[config.mk]
export PLATFORM = sky130hd
export DESIGN_NAME = traffic_light_monitor
export DESIGN_NICKNAME = d
export VERILOG_FILES = /design/src/rtl/traffic_light_monitor.sv
export SDC_FILE = /design/constraint.sdc
export NUM_CORES = 1
export LEC_CHECK = 0
export CORE_ASPECT_RATIO = 1.5
export CORE_MARGIN = 3
export CORE_UTILIZATION = 43
export CTS_CLUSTER_SIZE = 24
export DETAILED_ROUTE_END_ITERATION = 6
export PLACE_DENSITY = 0.85
export SYNTH_ARGS = -nofsm -noshare
export SYNTH_HDL_FRONTEND = slang
export SYNTH_SLANG_ARGS = --single-unit
[constraint.sdc]
create_clock -name clk -period 1.68 [get_ports clk]
set_input_delay 0.168 -clock clk [delete_from_list [all_inputs] [get_ports clk]]
set_output_delay 0.168 -clock clk [all_outputs]
set_load 0.01 [all_outputs]
[src/rtl/traffic_light_monitor.sv]
// traffic_light_monitor: passive checker on the LED_NS / LED_WE lamp buses of
// the traffic light controller. Decodes lamps into a phase and flags illegal
// codes, NS/WE conflicts, out-of-order phases and (optionally) wrong dwell.
// Optional feature macro: TRAFFIC_LIGHT_MONITOR_DWELL_CHECK_EN enables the
// dwell counter and err_status[3] DWELL_SHORT / err_status[4] DWELL_LONG.
// Without it those two bits are constant 0.
// The FSM state (SYNC/TRACK) is visible directly on the locked output.
module traffic_light_monitor #(
    parameter int GREEN_CYC  = 15,
    parameter int YELLOW_CYC = 3,
    parameter int ALLRED_CYC = 3,
    parameter int CNT_W      = 8
) (
    input  logic             clk,
    input  logic             rst,
    input  logic [2:0]       LED_NS,
    input  logic [2:0]       LED_WE,
    input  logic             err_clr,
    output logic [2:0]       phase,
    output logic             locked,
    output logic [4:0]       err_status,
    output logic             err_pulse,
    output logic [CNT_W-1:0] cycles_done
);

    localparam logic [2:0] RED = 3'b100;
    localparam logic [2:0] YEL = 3'b010;
    localparam logic [2:0] GRN = 3'b001;

    typedef enum logic [2:0] {
        PH_NS_G = 3'd0,
        PH_NS_Y = 3'd1,
        PH_AR1  = 3'd2,
        PH_WE_G = 3'd3,
        PH_WE_Y = 3'd4,
        PH_AR2  = 3'd5,
        PH_INV  = 3'd7
    } phase_t;

    typedef enum logic {
        ST_SYNC  = 1'b0,
        ST_TRACK = 1'b1
    } state_t;

    state_t state_q, state_d;
    phase_t phase_q, phase_d;
    phase_t raw_ph, cand_ph, succ_ph;
    logic   ns_legal, we_legal, code_bad, both_lit, all_red;
    logic [4:0] det;
    logic   cyc_inc;

`ifdef TRAFFIC_LIGHT_MONITOR_DWELL_CHECK_EN
    localparam logic [5:0] GREEN_REQ  = 6'(GREEN_CYC);
    localparam logic [5:0] YELLOW_REQ = 6'(YELLOW_CYC);
    localparam logic [5:0] ALLRED_REQ = 6'(ALLRED_CYC);
    localparam logic [4:0] DWELL_MAX  = 5'h1f;

    logic [4:0] dwell_q, dwell_d;
    logic       partial_q, partial_d;
    logic [5:0] req_cur;

    // Required dwell of the phase currently being tracked.
    always_comb begin
        case (phase_q)
            PH_NS_G, PH_WE_G: req_cur = GREEN_REQ;
            PH_NS_Y, PH_WE_Y: req_cur = YELLOW_REQ;
            default:          req_cur = ALLRED_REQ;
        endcase
    end
`endif

    // Lamp decode: legality, conflict, all-red and the raw (unresolved) phase.
    always_comb begin
        ns_legal = (LED_NS == RED) || (LED_NS == YEL) || (LED_NS == GRN);
        we_legal = (LED_WE == RED) || (LED_WE == YEL) || (LED_WE == GRN);
        code_bad = !ns_legal || !we_legal;
        both_lit = (LED_NS != RED) && (LED_WE != RED);
        all_red  = (LED_NS == RED) && (LED_WE == RED);
        if (LED_NS == GRN)      raw_ph = PH_NS_G;
        else if (LED_NS == YEL) raw_ph = PH_NS_Y;
        else if (LED_WE == GRN) raw_ph = PH_WE_G;
        else if (LED_WE == YEL) raw_ph = PH_WE_Y;
        else                    raw_ph = PH_AR1;  // all-red, resolved below
    end

    // Expected successor and the all-red resolution based on the tracked phase.
    always_comb begin
        case (phase_q)
            PH_NS_G: succ_ph = PH_NS_Y;
            PH_NS_Y: succ_ph = PH_AR1;
            PH_AR1:  succ_ph = PH_WE_G;
            PH_WE_G: succ_ph = PH_WE_Y;
            PH_WE_Y: succ_ph = PH_AR2;
            PH_AR2:  succ_ph = PH_NS_G;
            default: succ_ph = PH_INV;
        endcase
        cand_ph = raw_ph;
        if (all_red) begin
            case (phase_q)
                PH_NS_Y: cand_ph = PH_AR1;
                PH_WE_Y: cand_ph = PH_AR2;
                PH_AR1:  cand_ph = PH_AR1;
                PH_AR2:  cand_ph = PH_AR2;
                default: cand_ph = PH_AR1;  // out of order, flagged as BAD_SEQ
            endcase
        end
    end

    // Next-state, error detection and cycle-count strobe.
    always_comb begin
        state_d = state_q;
        phase_d = phase_q;
        det     = '0;
        cyc_inc = 1'b0;
`ifdef TRAFFIC_LIGHT_MONITOR_DWELL_CHECK_EN
        dwell_d   = dwell_q;
        partial_d = partial_q;
`endif
        if (code_bad || both_lit) begin
            // Abandoned phase: no dwell judgement, just resynchronise.
            det[0]  = code_bad;
            det[1]  = both_lit;
            state_d = ST_SYNC;
            phase_d = PH_INV;
`ifdef TRAFFIC_LIGHT_MONITOR_DWELL_CHECK_EN
            dwell_d   = '0;
            partial_d = 1'b0;
`endif
        end else if (state_q == ST_SYNC) begin
            if (all_red) begin
                phase_d = PH_INV;  // AR1 vs AR2 cannot be told apart yet
            end else begin
                state_d = ST_TRACK;
                phase_d = raw_ph;
`ifdef TRAFFIC_LIGHT_MONITOR_DWELL_CHECK_EN
                dwell_d   = 5'd1;
                partial_d = 1'b1;
`endif
            end
        end else begin
            if (cand_ph == phase_q) begin
`ifdef TRAFFIC_LIGHT_MONITOR_DWELL_CHECK_EN
                if (dwell_q != DWELL_MAX) begin
                    dwell_d = dwell_q + 5'd1;
                    // Fires exactly once, when dwell steps to required+1.
                    det[4] = ({1'b0, dwell_q} == req_cur);
                end
`endif
            end else begin
                det[2]  = (cand_ph != succ_ph);
                cyc_inc = (phase_q == PH_AR2) && (cand_ph == PH_NS_G);
                phase_d = cand_ph;
`ifdef TRAFFIC_LIGHT_MONITOR_DWELL_CHECK_EN
                det[3]    = !partial_q && ({1'b0, dwell_q} < req_cur);
                dwell_d   = 5'd1;
                partial_d = 1'b0;
`endif
            end
        end
    end

    // State, phase, sticky error register and completed-cycle counter.
    always_ff @(posedge clk) begin
        if (!rst) begin
            state_q     <= ST_SYNC;
            phase_q     <= PH_INV;
            err_status  <= '0;
            err_pulse   <= 1'b0;
            cycles_done <= '0;
        end else begin
            state_q    <= state_d;
            phase_q    <= phase_d;
            err_status <= err_clr ? det : (err_status | det);
            err_pulse  <= |det;
            if (cyc_inc) begin
                cycles_done <= cycles_done + {{(CNT_W-1){1'b0}}, 1'b1};
            end
        end
    end

`ifdef TRAFFIC_LIGHT_MONITOR_DWELL_CHECK_EN
    // Dwell counter and partial-entry flag.
    always_ff @(posedge clk) begin
        if (!rst) begin
            dwell_q   <= '0;
            partial_q <= 1'b0;
        end else begin
            dwell_q   <= dwell_d;
            partial_q <= partial_d;
        end
    end
`endif

    assign phase  = phase_q;
    assign locked = (state_q == ST_TRACK);

endmodule
==> impl_metrics.prom <==
# TYPE chip_impl_metric gauge
chip_impl_metric{name="dieArea",unit="sq mm"} 0.00312
chip_impl_info{name="min-delay-path-class",value="primary input to flip-flop"} 1
chip_impl_metric{name="swShare",unit=""} 0.260
chip_impl_metric{name="initial_core_util",unit=""} 0.466
chip_impl_metric{name="p_leak",unit="nW"} 0.659
chip_impl_info{name="gr-max-usage-layer",value="met2"} 1
chip_impl_metric{name="worst_skew_pair.late_latency",unit="ns"} 0.28
chip_impl_info{name="cts_tree",value="done"} 1
chip_impl_metric{name="synth-seq-area-share",unit=""} 0.301
chip_impl_metric{name="core",unit="sq mm"} 0.00229
chip_impl_info{name="timing.critical_path.from",value="LED_NS[2]"} 1
chip_impl_metric{name="p_int",unit="uW"} 614
chip_impl_info{name="result_of_the_run",value="complete, no violations"} 1
chip_impl_info{name="ys.flop_type",value="sky130_fd_sc_hd__dfxtp_1"} 1
chip_impl_metric{name="p_sw",unit="uW"} 216
chip_impl_metric{name="grt_pass1_wl",unit="um"} 5090
chip_impl_metric{name="clock-skew-final",unit="ns"} 0.00127
chip_impl_metric{name="ioPinCount",unit=""} 27
chip_impl_metric{name="n_antenna_cell",unit=""} 0
chip_impl_metric{name="postSynthRegisterBits",unit=""} 16
chip_impl_metric{name="globalRouteMet2Util",unit=""} 0.391
chip_impl_metric{name="final_design_area_no_fill",unit="sq mm"} 0.00157
chip_impl_metric{name="cp_slowest_stage_delay",unit="ns"} 0.40
chip_impl_metric{name="clkSlewWorstSetupHoldPaths",unit="ns"} 0.09
chip_impl_info{name="clock-root-buffer",value="sky130_fd_sc_hd__clkbuf_4"} 1
chip_impl_metric{name="synthesis.area",unit="sq mm"} 0.00106
chip_impl_info{name="timing.rr.start",value="phase[2]"} 1
chip_impl_metric{name="synth_cells",unit=""} 127
chip_impl_info{name="hold_start",value="LED_WE[1]"} 1
chip_impl_metric{name="finalWeightedCongestion",unit=""} 0.888
chip_impl_metric{name="final_antenna_net_count",unit=""} 0
chip_impl_metric{name="initial_drt_pass_iterations",unit=""} 4
chip_impl_metric{name="synth-async-reset-ratio",unit=""} 0
chip_impl_metric{name="number_of_hold_violations_in_the_final_report",unit=""} 0
chip_impl_info{name="crit_chain",value="dlygate4sd2_1 -> nand2b_4 -> a211oi_4 -> and4_4 -> o211ai_1 -> or3_1 -> a21oi_2"} 1
chip_impl_metric{name="post_route_core_utilization",unit=""} 0.685
chip_impl_metric{name="area.growth.synth_to_final",unit="%"} 47.1
chip_impl_metric{name="port_buffers",unit=""} 24
chip_impl_metric{name="global_route.usage.met1",unit=""} 0.241
chip_impl_metric{name="number_of_synthesized_flops_with_an_enable_pin",unit=""} 0
chip_impl_metric{name="hpwl",unit="um"} 2250
chip_impl_info{name="endpoint_kind",value="flip-flop"} 1
chip_impl_info{name="crit_path_start_kind",value="primary input"} 1
chip_impl_metric{name="drt_first_iter_violations",unit=""} 34
chip_impl_metric{name="finalSetupViolations",unit=""} 0
chip_impl_metric{name="synth-warning-count",unit=""} 0
chip_impl_info{name="slowest_stage_cell_on_the_critical_path",value="sky130_fd_sc_hd__or3_1"} 1
chip_impl_metric{name="antenna_found_initial",unit=""} 0
chip_impl_metric{name="required",unit="ns"} 1.91
chip_impl_metric{name="std_cell_rows",unit=""} 21
chip_impl_metric{name="timing.critical_path.fanout_max",unit=""} 6
chip_impl_metric{name="tritoncts_num_sinks",unit=""} 16
chip_impl_metric{name="power.density",unit="mW/mm^2"} 530
chip_impl_metric{name="drc",unit=""} 0
chip_impl_metric{name="cts-buffers-inserted",unit=""} 3
chip_impl_metric{name="global_route.usage.met3",unit=""} 0.0324
chip_impl_metric{name="slew_violations",unit=""} 0
chip_impl_metric{name="period_minus_slack",unit="ns"} 1.64
chip_impl_metric{name="worst-endpoint-arrival",unit="ns"} 1.87
chip_impl_metric{name="sequentialPowerShare",unit=""} 0.473
chip_impl_metric{name="proportion_of_layout_cells_with_a_drive_suffix_above_1",unit=""} 0.333
chip_impl_metric{name="placed_cell_area",unit="sq mm"} 0.00149
chip_impl_metric{name="avgViaCountPerCell",unit=""} 5.74
chip_impl_metric{name="via_count_of_the_first_global_routing_pass",unit=""} 1150
chip_impl_metric{name="power_frac_clock",unit=""} 0.302
chip_impl_metric{name="wirelength",unit="um"} 3130
chip_impl_metric{name="final_tns_setup",unit="ns"} 0
chip_impl_metric{name="htree_levels",unit=""} 1
chip_impl_metric{name="cts.repair_timing.setup_buffer_count",unit=""} 0
chip_impl_metric{name="share_comb_of_total_power",unit=""} 0.226
chip_impl_metric{name="grtUsageTotal",unit=""} 0.216
chip_impl_metric{name="netlist-cell-type-count",unit=""} 48
chip_impl_metric{name="cts_max_path_buffers",unit=""} 2
chip_impl_metric{name="gr-total-overflow",unit=""} 0
chip_impl_metric{name="synth_area_per_cell",unit="sq um"} 8.38
chip_impl_metric{name="power.ir.vdd_worst",unit="V"} 0.000369
chip_impl_info{name="critical_path_class",value="primary input to flip-flop"} 1
chip_impl_metric{name="die_h",unit="um"} 66.9
chip_impl_metric{name="achievable-frequency",unit="MHz"} 609
chip_impl_metric{name="avgRoutedWirePerCell",unit="um"} 15.9
chip_impl_metric{name="fin_crit_sh",unit=""} 0.977
chip_impl_metric{name="pin_count_of_the_biggest_net_entering_global_routing",unit=""} 11
chip_impl_metric{name="maxCapViolations",unit=""} 0
chip_impl_metric{name="die_w",unit="um"} 46.6
chip_impl_metric{name="num_vias",unit=""} 1131
chip_impl_metric{name="fin_nets",unit=""} 185
chip_impl_metric{name="ctsHoldBuffers",unit=""} 0
-- worst max-delay path: cells and delay by family --
family                 cells  cell delay (ns)
AO/OA/AOI/OAI              3             0.51
AND/OR/NAND/NOR            3             0.87
buffers and inverters      1             0.31
-- Yosys cell counts (2+ instances only) --
| master | count | share of area |
|---|---|---|
| sky130_fd_sc_hd__dfxtp_1 | 16 | 0.30 |
| sky130_fd_sc_hd__nor2_1 | 11 | 0.039 |
| sky130_fd_sc_hd__nand2_1 | 8 | 0.028 |
| sky130_fd_sc_hd__a21oi_1 | 6 | 0.028 |
| sky130_fd_sc_hd__inv_1 | 6 | 0.021 |
| sky130_fd_sc_hd__nand3_1 | 6 | 0.028 |
| sky130_fd_sc_hd__o21ai_0 | 6 | 0.028 |
| sky130_fd_sc_hd__o211ai_1 | 5 | 0.035 |
| sky130_fd_sc_hd__a31oi_1 | 4 | 0.023 |
| sky130_fd_sc_hd__nor3b_1 | 4 | 0.028 |
| sky130_fd_sc_hd__xor2_1 | 4 | 0.033 |
| sky130_fd_sc_hd__buf_4 | 3 | 0.021 |
| sky130_fd_sc_hd__nor3_1 | 3 | 0.014 |
| sky130_fd_sc_hd__xnor2_1 | 3 | 0.025 |
| sky130_fd_sc_hd__and2_1 | 2 | 0.012 |
| sky130_fd_sc_hd__buf_6 | 2 | 0.021 |
| sky130_fd_sc_hd__clkbuf_1 | 2 | 0.0071 |
| sky130_fd_sc_hd__mux2i_1 | 2 | 0.019 |
| sky130_fd_sc_hd__nand2b_1 | 2 | 0.012 |
| sky130_fd_sc_hd__nor2b_1 | 2 | 0.012 |
| sky130_fd_sc_hd__or3_1 | 2 | 0.012 |
| sky130_fd_sc_hd__or4_1 | 2 | 0.014 |
-- registers in the layout, indices dropped and copies added (netlist names) --
| name | cells |
|---|---|
| cycles_done | 8 |
| err_status | 3 |
| phase | 3 |
| err_pulse | 1 |
| locked | 1 |
-- power groups by stage --
stage	Combinational [mW]	Clock [mW]	Sequential, mW
final	0.187	0.251	0.393
after global routing	0.202	0.269	0.394
after CTS	0.174	0.257	0.393
after detailed placement	0.171	0	0.401
after global placement	0.166	0	0.401
after floorplan	0.0838	0	0.404
-- layout by cell type, fill, tap and decap left out, types with 2 or more instances in the layout --
cell                              instances
sky130_fd_sc_hd__a21oi_1                  4
sky130_fd_sc_hd__a21oi_2                  2
sky130_fd_sc_hd__a31oi_1                  4
sky130_fd_sc_hd__buf_4                   26
sky130_fd_sc_hd__clkbuf_2                 4
sky130_fd_sc_hd__clkbuf_4                 3
sky130_fd_sc_hd__clkdlybuf4s50_1         18
sky130_fd_sc_hd__conb_1                   2
sky130_fd_sc_hd__dfxtp_1                 15
sky130_fd_sc_hd__dlygate4sd2_1            2
sky130_fd_sc_hd__inv_1                    6
sky130_fd_sc_hd__mux2i_1                  2
sky130_fd_sc_hd__nand2_1                  8
sky130_fd_sc_hd__nand3_1                  6
sky130_fd_sc_hd__nor2_1                  11
sky130_fd_sc_hd__nor3_1                   2
sky130_fd_sc_hd__nor3_2                   2
sky130_fd_sc_hd__nor3b_1                  3
sky130_fd_sc_hd__nor3b_2                  2
sky130_fd_sc_hd__o211ai_1                 5
sky130_fd_sc_hd__o21ai_0                  5
sky130_fd_sc_hd__o21ai_2                  2
sky130_fd_sc_hd__or3_1                    2
sky130_fd_sc_hd__or4_1                    2
sky130_fd_sc_hd__xnor2_1                  2
sky130_fd_sc_hd__xor2_1                   3
-- logic make-up after synthesis --
group | after synthesis | share of synthesized area
AO/OA/AOI/OAI | 33 | 0.235
XOR/XNOR | 7 | 0.0576
adder cells (fa/ha/maj) | 1 | 0.0117
buffers and inverters | 14 | 0.0752
flip-flops | 16 | 0.301
multiplexers | 2 | 0.0188
other | 1 | 0.00352
AND/OR/NAND/NOR | 53 | 0.297
-- worst paths after layout --
| kind | to | slack, ns | cells past startpoint |
|---|---|---|---|
| max | cycles_done[3] | 0.04 | 7 |
| min | err_status[0] | 0.47 | 4 |
| min reg2reg | err_status[0] | 0.49 | 2 |
| max reg2reg | cycles_done[3] | 0.05 | 6 |
-- through the flow --
stage	hold WS [ns]	total power [mW]	cells	worst slack (ns)
after floorplan	0.267	0.488	128	0.0219
after global placement	0.463	0.567	193	-0.433
after detailed placement	0.478	0.573	193	-0.559
after CTS	0.494	0.825	197	0.0121
after global routing	0.493	0.865	197	-0.0196
final	0.472	0.830	197	0.0385
-- area by class of cell --
cell class / count / area, sq um
multi-input cells: 98 / 744
fillers: 181 / 719
repair buffers: 50 / 413
flip-flops and latches: 16 / 322
clock buffers: 4 / 36.3
well taps: 23 / 28.8
inverters: 6 / 22.5
-- per-layer routing --
layer / share of wire / vias to the layer above
met5: 0 / -
met4: 0.022 / 0
met3: 0.041 / 10
met2: 0.56 / 36
met1: 0.38 / 536
li1: - / 549
-- what timing repair did --
action	in CTS	in global routing
gates cloned	0	0
endpoints found under the setup margin	13	9
pin swaps	0	3
gates resized for setup	11	15
(Power assumes the default switching activity.)
